## config.mk

```make
export PLATFORM = sky130hd
export DESIGN_NAME = uart_rx_fifo
export DESIGN_NICKNAME = d
export VERILOG_FILES = /design/src/rtl/uart_rx_fifo.sv
export SDC_FILE = /design/constraint.sdc
export NUM_CORES = 1
export LEC_CHECK = 0
export BUFFER_PORTS_ARGS = -buffer_cell sky130_fd_sc_hd__buf_2
export CAP_MARGIN = 20
export CORE_MARGIN = 4
export CORE_UTILIZATION = 50
export CTS_CLUSTER_SIZE = 12
export DETAILED_ROUTE_END_ITERATION = 7
export GPL_TIMING_DRIVEN = 0
export PLACE_DENSITY_LB_ADDON = 0.2
export SLEW_MARGIN = 30
export SYNTH_ARGS = -nofsm -noshare
export SYNTH_HDL_FRONTEND = slang
export SYNTH_SLANG_ARGS = --single-unit
```

## constraint.sdc

```tcl
create_clock -name clk -period 2.46 [get_ports clk]
set_input_delay 0.369 -clock clk [delete_from_list [all_inputs] [get_ports clk]]
set_output_delay 0.369 -clock clk [all_outputs]
set_load 0.03 [all_outputs]
```

## src/rtl/uart_rx_fifo.sv

```systemverilog
// First-word-fall-through byte buffer behind the UART receiver, with a sticky overflow flag.
// Define UART_RX_FIFO_DROP_CNT_EN to build the saturating dropped-byte counter; otherwise drop_cnt reads 0.
module uart_rx_fifo #(
  parameter int DEPTH = 16,
  localparam int AW = $clog2(DEPTH)
) (
  input  logic          clk,
  input  logic          rst,
  input  logic          clear,
  input  logic [7:0]    in_data,
  input  logic          in_err,
  input  logic          in_valid,
  output logic [7:0]    out_data,
  output logic          out_err,
  output logic          out_valid,
  input  logic          out_ready,
  output logic [AW:0]   count,
  output logic          full,
  output logic          overflow,
  output logic [7:0]    drop_cnt
);

  logic [8:0]  mem [DEPTH];
  logic [AW:0] wr_ptr;
  logic [AW:0] rd_ptr;
  logic [8:0]  head;
  logic        empty;
  logic        pop;
  logic        push;
  logic        drop;

  // Wrap bit (MSB) distinguishes full from empty when the address bits match.
  assign empty = (wr_ptr == rd_ptr);
  assign full  = (wr_ptr[AW-1:0] == rd_ptr[AW-1:0]) && (wr_ptr[AW] != rd_ptr[AW]);
  assign pop   = !empty && out_ready;
  assign push  = in_valid && (!full || pop);
  assign drop  = in_valid && full && !pop;
  assign count = wr_ptr - rd_ptr;

  assign head      = mem[rd_ptr[AW-1:0]];
  assign out_valid = !empty;
  assign out_data  = empty ? 8'h00 : head[7:0];
  assign out_err   = empty ? 1'b0  : head[8];

  always_ff @(posedge clk or posedge rst) begin
    if (rst) begin
      wr_ptr   <= '0;
      rd_ptr   <= '0;
      overflow <= 1'b0;
    end else if (clear) begin
      wr_ptr   <= '0;
      rd_ptr   <= '0;
      overflow <= 1'b0;
    end else begin
      if (push) wr_ptr <= wr_ptr + 1'b1;
      if (pop)  rd_ptr <= rd_ptr + 1'b1;
      if (drop) overflow <= 1'b1;
    end
  end

  // Storage is deliberately left unreset; only pointers and flags define validity.
  always_ff @(posedge clk) begin
    if (push && !clear) mem[wr_ptr[AW-1:0]] <= {in_err, in_data};
  end

`ifdef UART_RX_FIFO_DROP_CNT_EN
  logic [7:0] drop_q;

  always_ff @(posedge clk or posedge rst) begin
    if (rst) begin
      drop_q <= 8'h00;
    end else if (clear) begin
      drop_q <= 8'h00;
    end else if (drop && (drop_q != 8'hFF)) begin
      drop_q <= drop_q + 8'h01;
    end
  end

  assign drop_cnt = drop_q;
`else
  assign drop_cnt = 8'h00;
`endif

endmodule
```

==> results.md <==
Yosys:
- The netlist area before placement is 6500 um^2.
- Counting flops with an async set or reset pin after synthesis yields a share of around 7%.
- Averaged over all synthesized cells, the footprint is 18.6 um^2.
- The most used flip-flop cell after synthesis is edfxtp_1.
- The instance count of the mapped netlist is 350.
- The number of enable-type register cells in the synthesized netlist is 144.
- Synthesis instantiated 39 different standard cells from the library.
- Summing the sequential cell areas from Yosys gives 70.8% of the chip area.
- The post-synthesis register bit count is 155.
- The Yosys step of the flow raised 0 warnings.

Route:
- The total vias in the final route is 3,601.
- The via density per instance is 5.59.
- The first detailed-routing pass ran for 4 iterations.
- The post-detailed-route count of antenna-violating nets is 0.
- In the final routed layout, each cell accounts on average for 23.4 um.
- The final layout contains routed wiring with a total length of ~15,000 um.
- The number of design rule violations left after detail routing is 0.
- In this run, the number of DRC markers left after iteration 0 of detailed routing was 338.

Setup path:
- The critical path startpoint category is a register.
- The largest stage delay on the critical path is 0.52 ns.
- The worst-path maximum fanout is 5.
- At the worst endpoint, the required time is 2.09 ns.
- At the worst endpoint, the arrival time is between 2 and 2.5 ns.
- The slowest cell on the critical path is mux4_2.
- By startpoint and endpoint, the worst setup path is classified as register to primary output.
- The signal on the critical path passes through buf_8 > buf_16 > buf_12 > mux4_2 > nor2_4 > nor4_2 > a41o_1 > buf_6.
- The type of destination of the critical path is a primary output.

Power:
- Across the VDD grid, the largest voltage drop is 560 uV.
- In this run the static leakage power is 0.00296 uW.
- The power density normalized to cell area is about 800 nW/um^2.

CTS:
- In this run the clock root is driven by a clkbuf_16.
- TritonCTS created 17 clock buffers.
- TritonCTS built the clock tree.
- The H-tree was split into 4 levels.
- Clock-pin slew was measured on the worst setup and hold paths at 0.06 ns.
- The number of clock sinks seen by CTS is 155.
- The later-pin clock latency in the skew report is about 0.43 ns.
- The clock passes through at most 2 buffers.

Finish:
- 0 antenna diodes ended up in the layout.
- In the final design database the tool counted 483 nets.
- In the final layout, the share of cells above drive strength 1 is between 40 and 50%.
- The area added between synthesis and finish is 33.6%.
- The fraction of the core area covered by cells at the end of the flow is 68.5%.
- The post-route standard cell area excluding fillers is 8680 um^2.

STA:
- The setup-violating endpoint count in the final report is 14.
- The worst setup margin is -0.147 ns.
- The worst path in the final design needs a cycle of 2.61 ns, including I/O delays and setup.
- For the final database, setup skew stands at 0.0194 ns.
- The final hold violation count came to 0.
- The count of pins over their slew limit was 0.
- The actual slew at the worst max-slew pin is between 0.5 and 0.6 ns.
- Setup repair after global routing could not meet its margin everywhere.
- The final critical-path share of the clock period is 106%.
- The maximum clock frequency is 384 MHz.
- The tightest slew margin relative to the limit is 64.2%.

Floorplan:
- The floorplan has approximately 40 rows.
- Once the floorplan was initialized, standard cells occupied 51.3% of the core.
- Pin placement for this block handled 39 I/O pins.
- From left edge to right edge, the die measures 122 um.
- The total die area is roughly 15,000 um^2.
- The die extent in y is 122 um.
- The core outline area is 12,700 um^2.

Place:
- The routability congestion estimate is 0.785.
- Detailed placement ended at an HPWL of 8880 um.
- The standard cell area after detailed placement is 6930 um^2.
- Port buffering added 30 buffers.

Flow run:
- The number of maximum-capacitance constraint violations is 0.

Worst hold path:
- The class of the worst hold path is input pin to register.

Run status:
- The final reports fail on negative setup slack.
- The run finished, with violations left.

GRT:
- The number of global-route vias before repair is 3,765.
- The first global-routing pass estimated 22,500 um of wire.
- The all-layer global routing usage is 21.4%.
- The initial antenna violation count is 1.
- The final global-route overflow total is 0.
- The largest net degree at the start of global routing is 17.
## cell type report
cell class | instances | area [um^2]
Clock buffer | 18 | 429
Timing Repair Buffer | 86 | 876
Tap cell | 172 | 215
Multi-Input combinational cell | 167 | 2160
Clock inverter | 14 | 106
Inverter | 12 | 67.6
Buffer | 20 | 229
Fill cell | 792 | 3990
Sequential cell | 155 | 4600
## critical path, delay by kind of cell (launching register included)
kind	cells	cell delay, ns
flops	1	0.39
mux	1	0.52
simple gates	2	0.15
buf+inv	4	0.51
compound gates	1	0.23
## placed cells by master (no fill, tap or decap), drive strengths merged, types with 2 or more instances in the layout
master,count
nand3b,2
a21o,2
nand3,5
xor2,3
clkinvlp,3
nand2,2
ha,9
mux2i,11
clkbuf,20
inv,11
xnor2,6
nor2,27
nor2b,8
or3,5
mux4,35
conb,8
nand2b,4
o21ai,6
edfxtp,144
clkinv,11
dfrtp,11
a211oi,16
a21oi,8
buf,103
## sequential cells by signal, indices dropped and copies added, names as in the netlist
name      cells
mem         144
rd_ptr        5
wr_ptr        5
overflow      1
## where the power goes
group	total, uW	switching [uW]	internal, uW	leakage [uW]
sequential	2930	18.7	2910	0.00145
combinational	1610	850	758	0.00125
clock	2380	1010	1370	0.000258
total	6910	1880	5040	0.00296
## per-stage QoR
step | TNS, ns | std cells | hold WS (ns) | power, uW | setup slack (ns)
6_report | -1.11 | 644 | 0.170 | 6910 | -0.147
5_1_grt | -3.04 | 644 | 0.188 | 7170 | -0.196
4_1_cts | -14.87 | 624 | 0.154 | 6660 | -0.220
3_5_place_dp | -128.66 | 559 | 0.412 | 4030 | -0.995
3_3_place_gp | -132.37 | 559 | 0.405 | 4020 | -1.08
2_1_floorplan | -15.34 | 357 | 0.221 | 3720 | -0.117
## worst paths after layout
check / end / depth (start not counted) / slack, ns / start
worst max-delay path: out_data[6] / 8 / -0.15 / rd_ptr[1]
worst min-delay path: rd_ptr[3] / 2 / 0.17 / clear
worst max register to register: mem[3][2] / 11 / -0.02 / rd_ptr[1]
worst min register to register: overflow / 2 / 0.50 / overflow
max in group asynchronous: rd_ptr[3] / 3 / 1.58 / rst
min in group asynchronous: overflow / 3 / 0.52 / rst
## cell usage after synthesis (2+ instances only)
cell type	n	area (um^2)
mux2i_1	11	110
nor2_1	27	101
o21ai_0	4	20.0
nand2b_1	4	25.0
a21oi_1	8	40.0
nand3b_1	2	15.0
buf_2	5	25.0
edfxtp_1	144	4320
nor2b_1	8	50.1
dfrtp_1	11	275
mux4_2	33	743
nand3_1	5	25.0
a211oi_1	16	120
xor2_1	2	17.5
inv_1	12	45.0
mux4_1	2	52.6
buf_4	12	90.1
nand2_1	2	7.51
or3_1	5	31.3
buf_6	3	33.8
a21o_1	2	15.0
ha_1	9	113
clkbuf_1	3	11.3
xnor2_1	5	43.8
## cell families after synthesis
kind of cell    after synthesis  share of synthesized area (%)
compound gates               37                           4.04
mux                          46                           13.9
simple gates                 57                           4.56
xor+xnor                      9                           1.44
fa+ha+maj                    10                           2.04
buf+inv                      35                           3.16
other cells                   1                         0.0577
flops                       155                           70.8
## layer usage
metal	global-route usage, %	vias up	wire length (um)
li1	-	1587	-
met1	29.5	1884	6310
met2	34.0	107	7740
met3	4.60	21	775
met4	7.56	2	242
met5	0	-	18
## timing repair
item	CTS	global route
endpoints found under the setup margin	167	123
hold buffers	1	0
pin swaps	16	27
endpoints found under the hold margin	11	0
resized for setup	88	68
cloned	1	1
buffers inserted	31	25
(Power assumes the default switching activity.)
